===== src/rtl/hex2dec_pkg.sv =====
// rtl/hex2dec_pkg.sv - shared types and helpers for the sequential binary-to-BCD converter
package hex2dec_pkg;

  typedef enum logic {
    IDLE  = 1'b0,
    SHIFT = 1'b1
  } state_t;

  typedef logic [3:0] bcd_digit_t;

  // Decimal digits needed to hold 2^width-1: ceil(width*log10(2)), log10(2) ~ 0.30103.
  function automatic int min_digits(input int width);
    return (width * 30103) / 100000 + 1;
  endfunction

endpackage


===== src/rtl/hex2dec_seq_if.sv =====
// rtl/hex2dec_seq_if.sv - handshake, result and display bus of the hex2dec_seq converter
interface hex2dec_seq_if #(
  parameter int IN_W   = 16,
  parameter int DIGITS = 5
);
  logic                  start;
  logic                  convert;
  logic [IN_W-1:0]       hex;
  logic                  busy;
  logic                  done;
  logic                  ovf;
  logic                  neg;
  logic [4*DIGITS-1:0]   bcd;
  logic [4*DIGITS-1:0]   out;

  modport master (
    output start, convert, hex,
    input  busy, done, ovf, neg, bcd, out
  );

  modport slave (
    input  start, convert, hex,
    output busy, done, ovf, neg, bcd, out
  );
endinterface


===== src/rtl/bcd_digit_adj.sv =====
// rtl/bcd_digit_adj.sv - double-dabble correction of one BCD digit (>=5 gets +3)
module bcd_digit_adj
  import hex2dec_pkg::*;
(
  input  bcd_digit_t i_digit,
  output bcd_digit_t o_digit
);

  assign o_digit = (i_digit >= 4'd5) ? i_digit + 4'd3 : i_digit;

endmodule


===== src/rtl/hex2dec_seq.sv =====
// rtl/hex2dec_seq.sv - one-bit-per-clock double-dabble converter with display mux
// Optional build macro SIGNED_EN: treat hex as two's complement and convert its magnitude.
module hex2dec_seq
  import hex2dec_pkg::*;
#(
  parameter int IN_W   = 16,
  parameter int DIGITS = 5,
  parameter int AUTO   = 0
) (
  input  logic          clk,
  input  logic          reset,
  hex2dec_seq_if.slave  bus
);

  localparam int OUT_W = 4 * DIGITS;
  localparam int CNT_W = $clog2(IN_W + 1);
  localparam bit OVF_POSSIBLE = (DIGITS < min_digits(IN_W));

  state_t             r_state;
  state_t             w_state_next;
  logic [CNT_W-1:0]   r_cnt;
  logic [IN_W-1:0]    r_bin;
  logic [OUT_W-1:0]   r_acc;
  logic [OUT_W-1:0]   r_bcd;
  logic               r_ovf_acc;
  logic               r_neg_acc;
  logic               r_busy;
  logic               r_done;
  logic               r_ovf;
  logic               r_neg;
  logic               w_load;
  logic               w_last;
  logic               w_carry;
  logic               w_ovf_next;
  logic               w_sign;
  logic [IN_W-1:0]    w_mag;
  logic [OUT_W-1:0]   w_adj;
  logic [OUT_W-1:0]   w_shift;
  logic [OUT_W-1:0]   w_hex_ext;

`ifdef SIGNED_EN
  // Negating the most-negative value wraps to itself, which reads as 2^(IN_W-1) unsigned.
  assign w_sign = bus.hex[IN_W-1];
  assign w_mag  = w_sign ? -bus.hex : bus.hex;
`else
  assign w_sign = 1'b0;
  assign w_mag  = bus.hex;
`endif

  for (genvar g = 0; g < DIGITS; g++) begin : g_digit
    bcd_digit_adj u_adj (
      .i_digit (r_acc[4*g +: 4]),
      .o_digit (w_adj[4*g +: 4])
    );
  end

  // Adjusted accumulator and binary register shift left together; the top bit falls out as carry.
  assign {w_carry, w_shift} = {w_adj, r_bin[IN_W-1]};
  assign w_ovf_next         = r_ovf_acc | (OVF_POSSIBLE & w_carry);

  always_comb begin
    w_state_next = r_state;
    w_load       = 1'b0;
    w_last       = 1'b0;
    case (r_state)
      IDLE: begin
        if ((AUTO != 0) || bus.start) begin
          w_load       = 1'b1;
          w_state_next = SHIFT;
        end
      end
      SHIFT: begin
        if (r_cnt == CNT_W'(1)) begin
          w_last       = 1'b1;
          w_state_next = IDLE;
        end
      end
      default: w_state_next = IDLE;
    endcase
  end

  always_ff @(posedge clk) begin
    if (reset) begin
      r_state <= IDLE;
    end else begin
      r_state <= w_state_next;
    end
  end

  always_ff @(posedge clk) begin
    if (reset) begin
      r_cnt     <= '0;
      r_bin     <= '0;
      r_acc     <= '0;
      r_ovf_acc <= 1'b0;
      r_neg_acc <= 1'b0;
      r_busy    <= 1'b0;
      r_done    <= 1'b0;
      r_ovf     <= 1'b0;
      r_neg     <= 1'b0;
      r_bcd     <= '0;
    end else begin
      r_done <= 1'b0;
      if (w_load) begin
        r_bin     <= w_mag;
        r_acc     <= '0;
        r_ovf_acc <= 1'b0;
        r_neg_acc <= w_sign;
        r_cnt     <= CNT_W'(IN_W);
        r_busy    <= 1'b1;
      end else if (r_state == SHIFT) begin
        r_bin     <= r_bin << 1;
        r_acc     <= w_shift;
        r_ovf_acc <= w_ovf_next;
        r_cnt     <= r_cnt - CNT_W'(1);
        if (w_last) begin
          r_bcd  <= w_shift;
          r_ovf  <= w_ovf_next;
          r_neg  <= r_neg_acc;
          r_done <= 1'b1;
          r_busy <= 1'b0;
        end
      end
    end
  end

  if (OUT_W > IN_W) begin : g_hex_ext
    assign w_hex_ext = {{(OUT_W - IN_W){1'b0}}, bus.hex};
  end else if (OUT_W == IN_W) begin : g_hex_same
    assign w_hex_ext = bus.hex;
  end else begin : g_hex_trunc
    assign w_hex_ext = bus.hex[OUT_W-1:0];
  end

  assign bus.busy = r_busy;
  assign bus.done = r_done;
  assign bus.ovf  = r_ovf;
  assign bus.neg  = r_neg;
  assign bus.bcd  = r_bcd;
  assign bus.out  = bus.convert ? r_bcd : w_hex_ext;

endmodule


===== src/flat_wrapper.sv =====
// flat-port wrapper written by rule: the top's interface ports become plain ports
module hex2dec_seq_flat import hex2dec_pkg::*;
#(
  parameter int IN_W   = 16,
  parameter int DIGITS = 5,
  parameter int AUTO   = 0
)
  (clk, reset, bus_start, bus_convert, bus_hex, bus_busy, bus_done, bus_ovf, bus_neg, bus_bcd, bus_out);
  hex2dec_seq_if #(.IN_W(IN_W), .DIGITS(DIGITS)) bus_i ();
  input  logic clk;
  input  logic reset;
  input wire logic [$bits(bus_i.start)-1:0] bus_start;
  input wire logic [$bits(bus_i.convert)-1:0] bus_convert;
  input wire logic [$bits(bus_i.hex)-1:0] bus_hex;
  output wire logic [$bits(bus_i.busy)-1:0] bus_busy;
  output wire logic [$bits(bus_i.done)-1:0] bus_done;
  output wire logic [$bits(bus_i.ovf)-1:0] bus_ovf;
  output wire logic [$bits(bus_i.neg)-1:0] bus_neg;
  output wire logic [$bits(bus_i.bcd)-1:0] bus_bcd;
  output wire logic [$bits(bus_i.out)-1:0] bus_out;
  assign bus_i.start = bus_start;
  assign bus_i.convert = bus_convert;
  assign bus_i.hex = bus_hex;
  assign bus_busy = bus_i.busy;
  assign bus_done = bus_i.done;
  assign bus_ovf = bus_i.ovf;
  assign bus_neg = bus_i.neg;
  assign bus_bcd = bus_i.bcd;
  assign bus_out = bus_i.out;
  hex2dec_seq #(.IN_W(IN_W), .DIGITS(DIGITS), .AUTO(AUTO)) u_core (.clk(clk), .reset(reset), .bus(bus_i));
endmodule

===== config.mk =====
export PLATFORM = sky130hd
export DESIGN_NAME = hex2dec_seq_flat
export DESIGN_NICKNAME = d
export VERILOG_FILES = /design/src/rtl/hex2dec_pkg.sv /design/src/rtl/hex2dec_seq_if.sv /design/src/rtl/bcd_digit_adj.sv /design/src/rtl/hex2dec_seq.sv /design/src/flat_wrapper.sv
export SDC_FILE = /design/constraint.sdc
export NUM_CORES = 1
export LEC_CHECK = 0
export BUFFER_PORTS_ARGS = -buffer_cell sky130_fd_sc_hd__buf_2
export CORE_AREA = 4 4 73 142
export CTS_CLUSTER_SIZE = 14
export DETAILED_ROUTE_END_ITERATION = 6
export DIE_AREA = 0 0 77 146
export GPL_ROUTABILITY_DRIVEN = 0
export PLACE_DENSITY = 0.66
export SLEW_MARGIN = 10
export SYNTH_ARGS = -nofsm -noshare
export SYNTH_HDL_FRONTEND = slang
export SYNTH_SLANG_ARGS = --single-unit

===== constraint.sdc =====
create_clock -name clk -period 3.7 [get_ports clk]
set_clock_uncertainty 0.2 [all_clocks]
set_input_delay 0.37 -clock clk [delete_from_list [all_inputs] [get_ports clk]]
set_output_delay 0.37 -clock clk [all_outputs]
set_load 0.02 [all_outputs]

==> results.py <==
metrics = {
    "logic_synthesis": {
        "ys_seq_area_share_pct": 40.47,
        "synth-seq-cells": 64,
        "synth_flop_cell": "sky130_fd_sc_hd__dfxtp_1",
        "netlist_top_cells_area": "sky130_fd_sc_hd__dfxtp_1 40%, sky130_fd_sc_hd__mux2_2 6.8%, sky130_fd_sc_hd__a21oi_1 6.2%",
        "synth.distinct_cells": 33,
        "asyncSetResetFlopFracSynth_pct": 0,
        "synth.avg_cell_area_um2": 8.464,
        "fraction_of_synthesized_cell_area_taken_by_the_top_area_cell_type_pct": 40.47,
        "synth.yosys.warnings": 0,
        "netlist_instances": 374,
        "synth.largest_area_cell": "sky130_fd_sc_hd__dfxtp_1",
        "cell_area_synth_mm2": 0.003166,
        "synth_enable_flop_cells": 0,
    },
    "layout": {
        "area_growth_syn_to_layout_pct": 19.41,
        "seq_area_mm2": 0.001282,
        "final_net_count": 457,
        "most_common_cell_after_layout_fill_and_taps_aside": "sky130_fd_sc_hd__dfxtp_1",
        "drive_above_1_share_pct": 22.84,
        "diode_count": 0,
        "layout.cells.most_common_list": "63 x sky130_fd_sc_hd__dfxtp_1, 61 x sky130_fd_sc_hd__buf_2, 43 x sky130_fd_sc_hd__nor2_1",
        "fill_cells": 922,
        "multi_input_area_mm2": 0.001703,
    },
    "clock_network": {
        "clkLatencyLatePin_ns": 0.32,
        "post_cts_buffers": 0,
        "cts_buffer_depth": 2,
        "root_buffer": "sky130_fd_sc_hd__clkbuf_16",
        "cts_max_level": 3,
        "cts_repair_resize_count": 0,
        "worst_setup_hold_path_clk_slew_ns": 0.05,
        "cts.sinks": 64,
        "cts_hold_repair.buffers": 0,
        "tritoncts.num_buffers": 9,
        "tritoncts": "done",
    },
    "power_and_ir_drop": {
        "worst_ir_drop_vdd_mv": 0.2422,
        "netSwitchingFraction_pct": 23.50,
        "pwr-share-comb_pct": 10.5,
        "pwr-share-seq_pct": 42.7,
        "p_switching_uw": 404.6,
        "power.static_leakage_uw": 0.001595,
        "internal_power_uw": 1317,
        "power_density_mw_per_mm2": 455.6,
        "power_frac_clock_pct": 46.8,
        "power.total_uw": 1722,
    },
    "timing": {
        "postLayoutSetupSlackWorst_ns": 1.693,
        "report.final.slew_viol_count": 0,
        "worst-slew-pin-transition_ns": 0.8169,
        "rsz0062_at_grt": "false",
        "hold_violations": 0,
        "max_freq_ghz": 0.4982,
        "post-route-period-util_pct": 54.25,
        "setup_viol_count_final": 0,
        "finalCriticalPeriod_ns": 2.007,
        "fin_tns_setup_ns": 0,
        "relSlewSlack_pct": 45.54,
    },
    "setup_path": {
        "critPathSlowestCell": "sky130_fd_sc_hd__or2_1",
        "rr_startpoint": "u_core.r_state",
        "path_cells": "and2b_1, nand3_1, or2_1, inv_1, a22o_1",
        "worst_setup_path_start_kind": "register",
        "reg2reg_depth": 5,
        "cpLargestDelayFamily": "simple AND/OR/NAND/NOR gates",
        "cp_slowest_stage_delay_ns": 0.53,
        "crit_buf_inv": 1,
        "crit_start": "u_core.r_state",
        "arrival_ns": 2.02,
        "criticalPathCategory": "reg2reg",
        "critical_path.endpoint_type": "register",
        "critPathMaxFanout": 29,
        "worst_ep_required_time_ns": 3.71,
        "worstSetupPathDepth": 5,
    },
    "die": {
        "die_h_um": 146,
        "initial_utilization_pct": 33.96,
        "die_width_um": 77,
        "floorplan.rows": 50,
        "io_pins": 64,
        "core_mm2": 0.009321,
        "floorplan.die_area_mm2": 0.01124,
    },
    "global_route": {
        "number_of_global_route_vias_before_repair": 2557,
        "grt.overflow.total": 0,
        "grt_max_degree": 54,
        "gr-usage-all-layers_pct": 13.31,
        "first_pass_grt_wire_length_mm": 12.04,
        "antenna_violations_before_repair": 0,
    },
    "run_status": {
        "status": "complete, no violations",
    },
    "place": {
        "hpwlAfterDp_mm": 5.479,
        "post-place-ws_ns": 1.414,
        "io_buffer_count": 61,
    },
    "worst_hold_path": {
        "holdPathStages": 3,
        "hold_path.class": "in2reg",
        "hold_path_startpoint": "bus_hex[0]",
    },
    "drt": {
        "detail-route-antenna-nets": 0,
        "top_signal_layer_used": "met4",
        "vias_per_cell": 5.073,
        "routed_wire_length_per_instance_um": 13.56,
        "drt_iter0_drc": 110,
        "met3_wire_len_um": 279,
        "wirelength_mm": 7.225,
        "wirelength_met1_mm": 2.644,
        "met2RoutedLength_mm": 4.048,
        "remaining_drc_errors": 0,
        "first_pass_iters": 4,
        "vias_after_detailed_routing": 2704,
    },
    "job": {
        "drv_cap": 0,
    },
}
==> state kept, by name, indices dropped and copies added, names as in the netlist <==
| signal | cells |
|---|---|
| u_core.bus.done | 1 |
| u_core.bus.bcd | 20 |
| u_core.r_acc | 20 |
| u_core.r_bin | 16 |
| u_core.bus.busy | 1 |
| u_core.r_cnt | 5 |
| u_core.r_state | 1 |
==> tightest hold or removal path, cell delays in order <==
cell and delay, ns:
sky130_fd_sc_hd__buf_2 0.09, sky130_fd_sc_hd__mux2i_1 0.06, sky130_fd_sc_hd__nor3_1 0.12
==> power groups by stage <==
stage | clock network [µW] | logic [µW] | registers [µW]
2_1_floorplan | 0 | 147 | 739
3_3_place_gp | 0 | 177 | 748
3_5_place_dp | 0 | 181 | 749
4_1_cts | 826 | 182 | 735
5_1_grt | 852 | 203 | 737
6_report | 807 | 180 | 735
==> cell usage after synthesis, drive strengths merged (4+ instances only) <==
cell / count
and2: 4
ha: 12
nand2b: 11
o22ai: 5
a211oi: 6
o21ai: 31
nor2: 43
a31oi: 5
buf: 15
xnor2: 7
nand3: 7
nand2: 32
a21oi: 39
mux2i: 19
nor3: 6
mux2: 19
inv: 15
nor2b: 6
dfxtp: 64
clkbuf: 9
nor3b: 5
==> routing by layer <==
layer	GRT usage, %	up-vias
met3	2.912	17
met4	8.467	0
met5	0	-
met2	24.26	56
li1	-	1378
met1	13.34	1253
==> stage by stage <==
| step | std cells | cell area (µm²) | hold slack, ns | utilization [%] |
|---|---|---|---|---|
| floorplan | 375 | 3169 | 0.2460 | - |
| global placement | 518 | 3492 | 0.2503 | 37.46 |
| detailed placement | 518 | 3492 | 0.2525 | 37.46 |
| CTS | 533 | 3780 | 0.1794 | 40.55 |
| global route | 533 | 3780 | 0.2010 | 40.55 |
| finish | 533 | 3780 | 0.1684 | 40.55 |
==> cell type report <==
class	count	share of cell area (%)
multi-input cells	272	45.05
flip-flops and latches	64	33.93
repair buffers	63	8.474
clock buffers	11	6.422
well taps	104	3.443
inverters	15	1.490
clock inverters	4	1.192
==> worst paths after layout <==
kind,slack [ns],to
max reg2reg,1.69,u_core.bus.bcd[18]
min reg2reg,0.25,u_core.bus.bcd[14]
max,1.69,u_core.bus.bcd[18]
min,0.17,u_core.r_bin[0]
==> cells by family (layout without fill, tap and decap cells) <==
group	after synthesis	after routing	synth area share, %
and+or+nand+nor	120	120	17.59
AOI/OAI and AO/OA	91	91	15.77
DFF	64	64	40.47
buffers and inverters	39	93	6.047
muxes	38	38	12.77
adders and majority gates	12	12	4.743
xor gates and xnor gates	9	9	2.490
other	1	2	0.1185
Power figures use the tool's default switching activity.
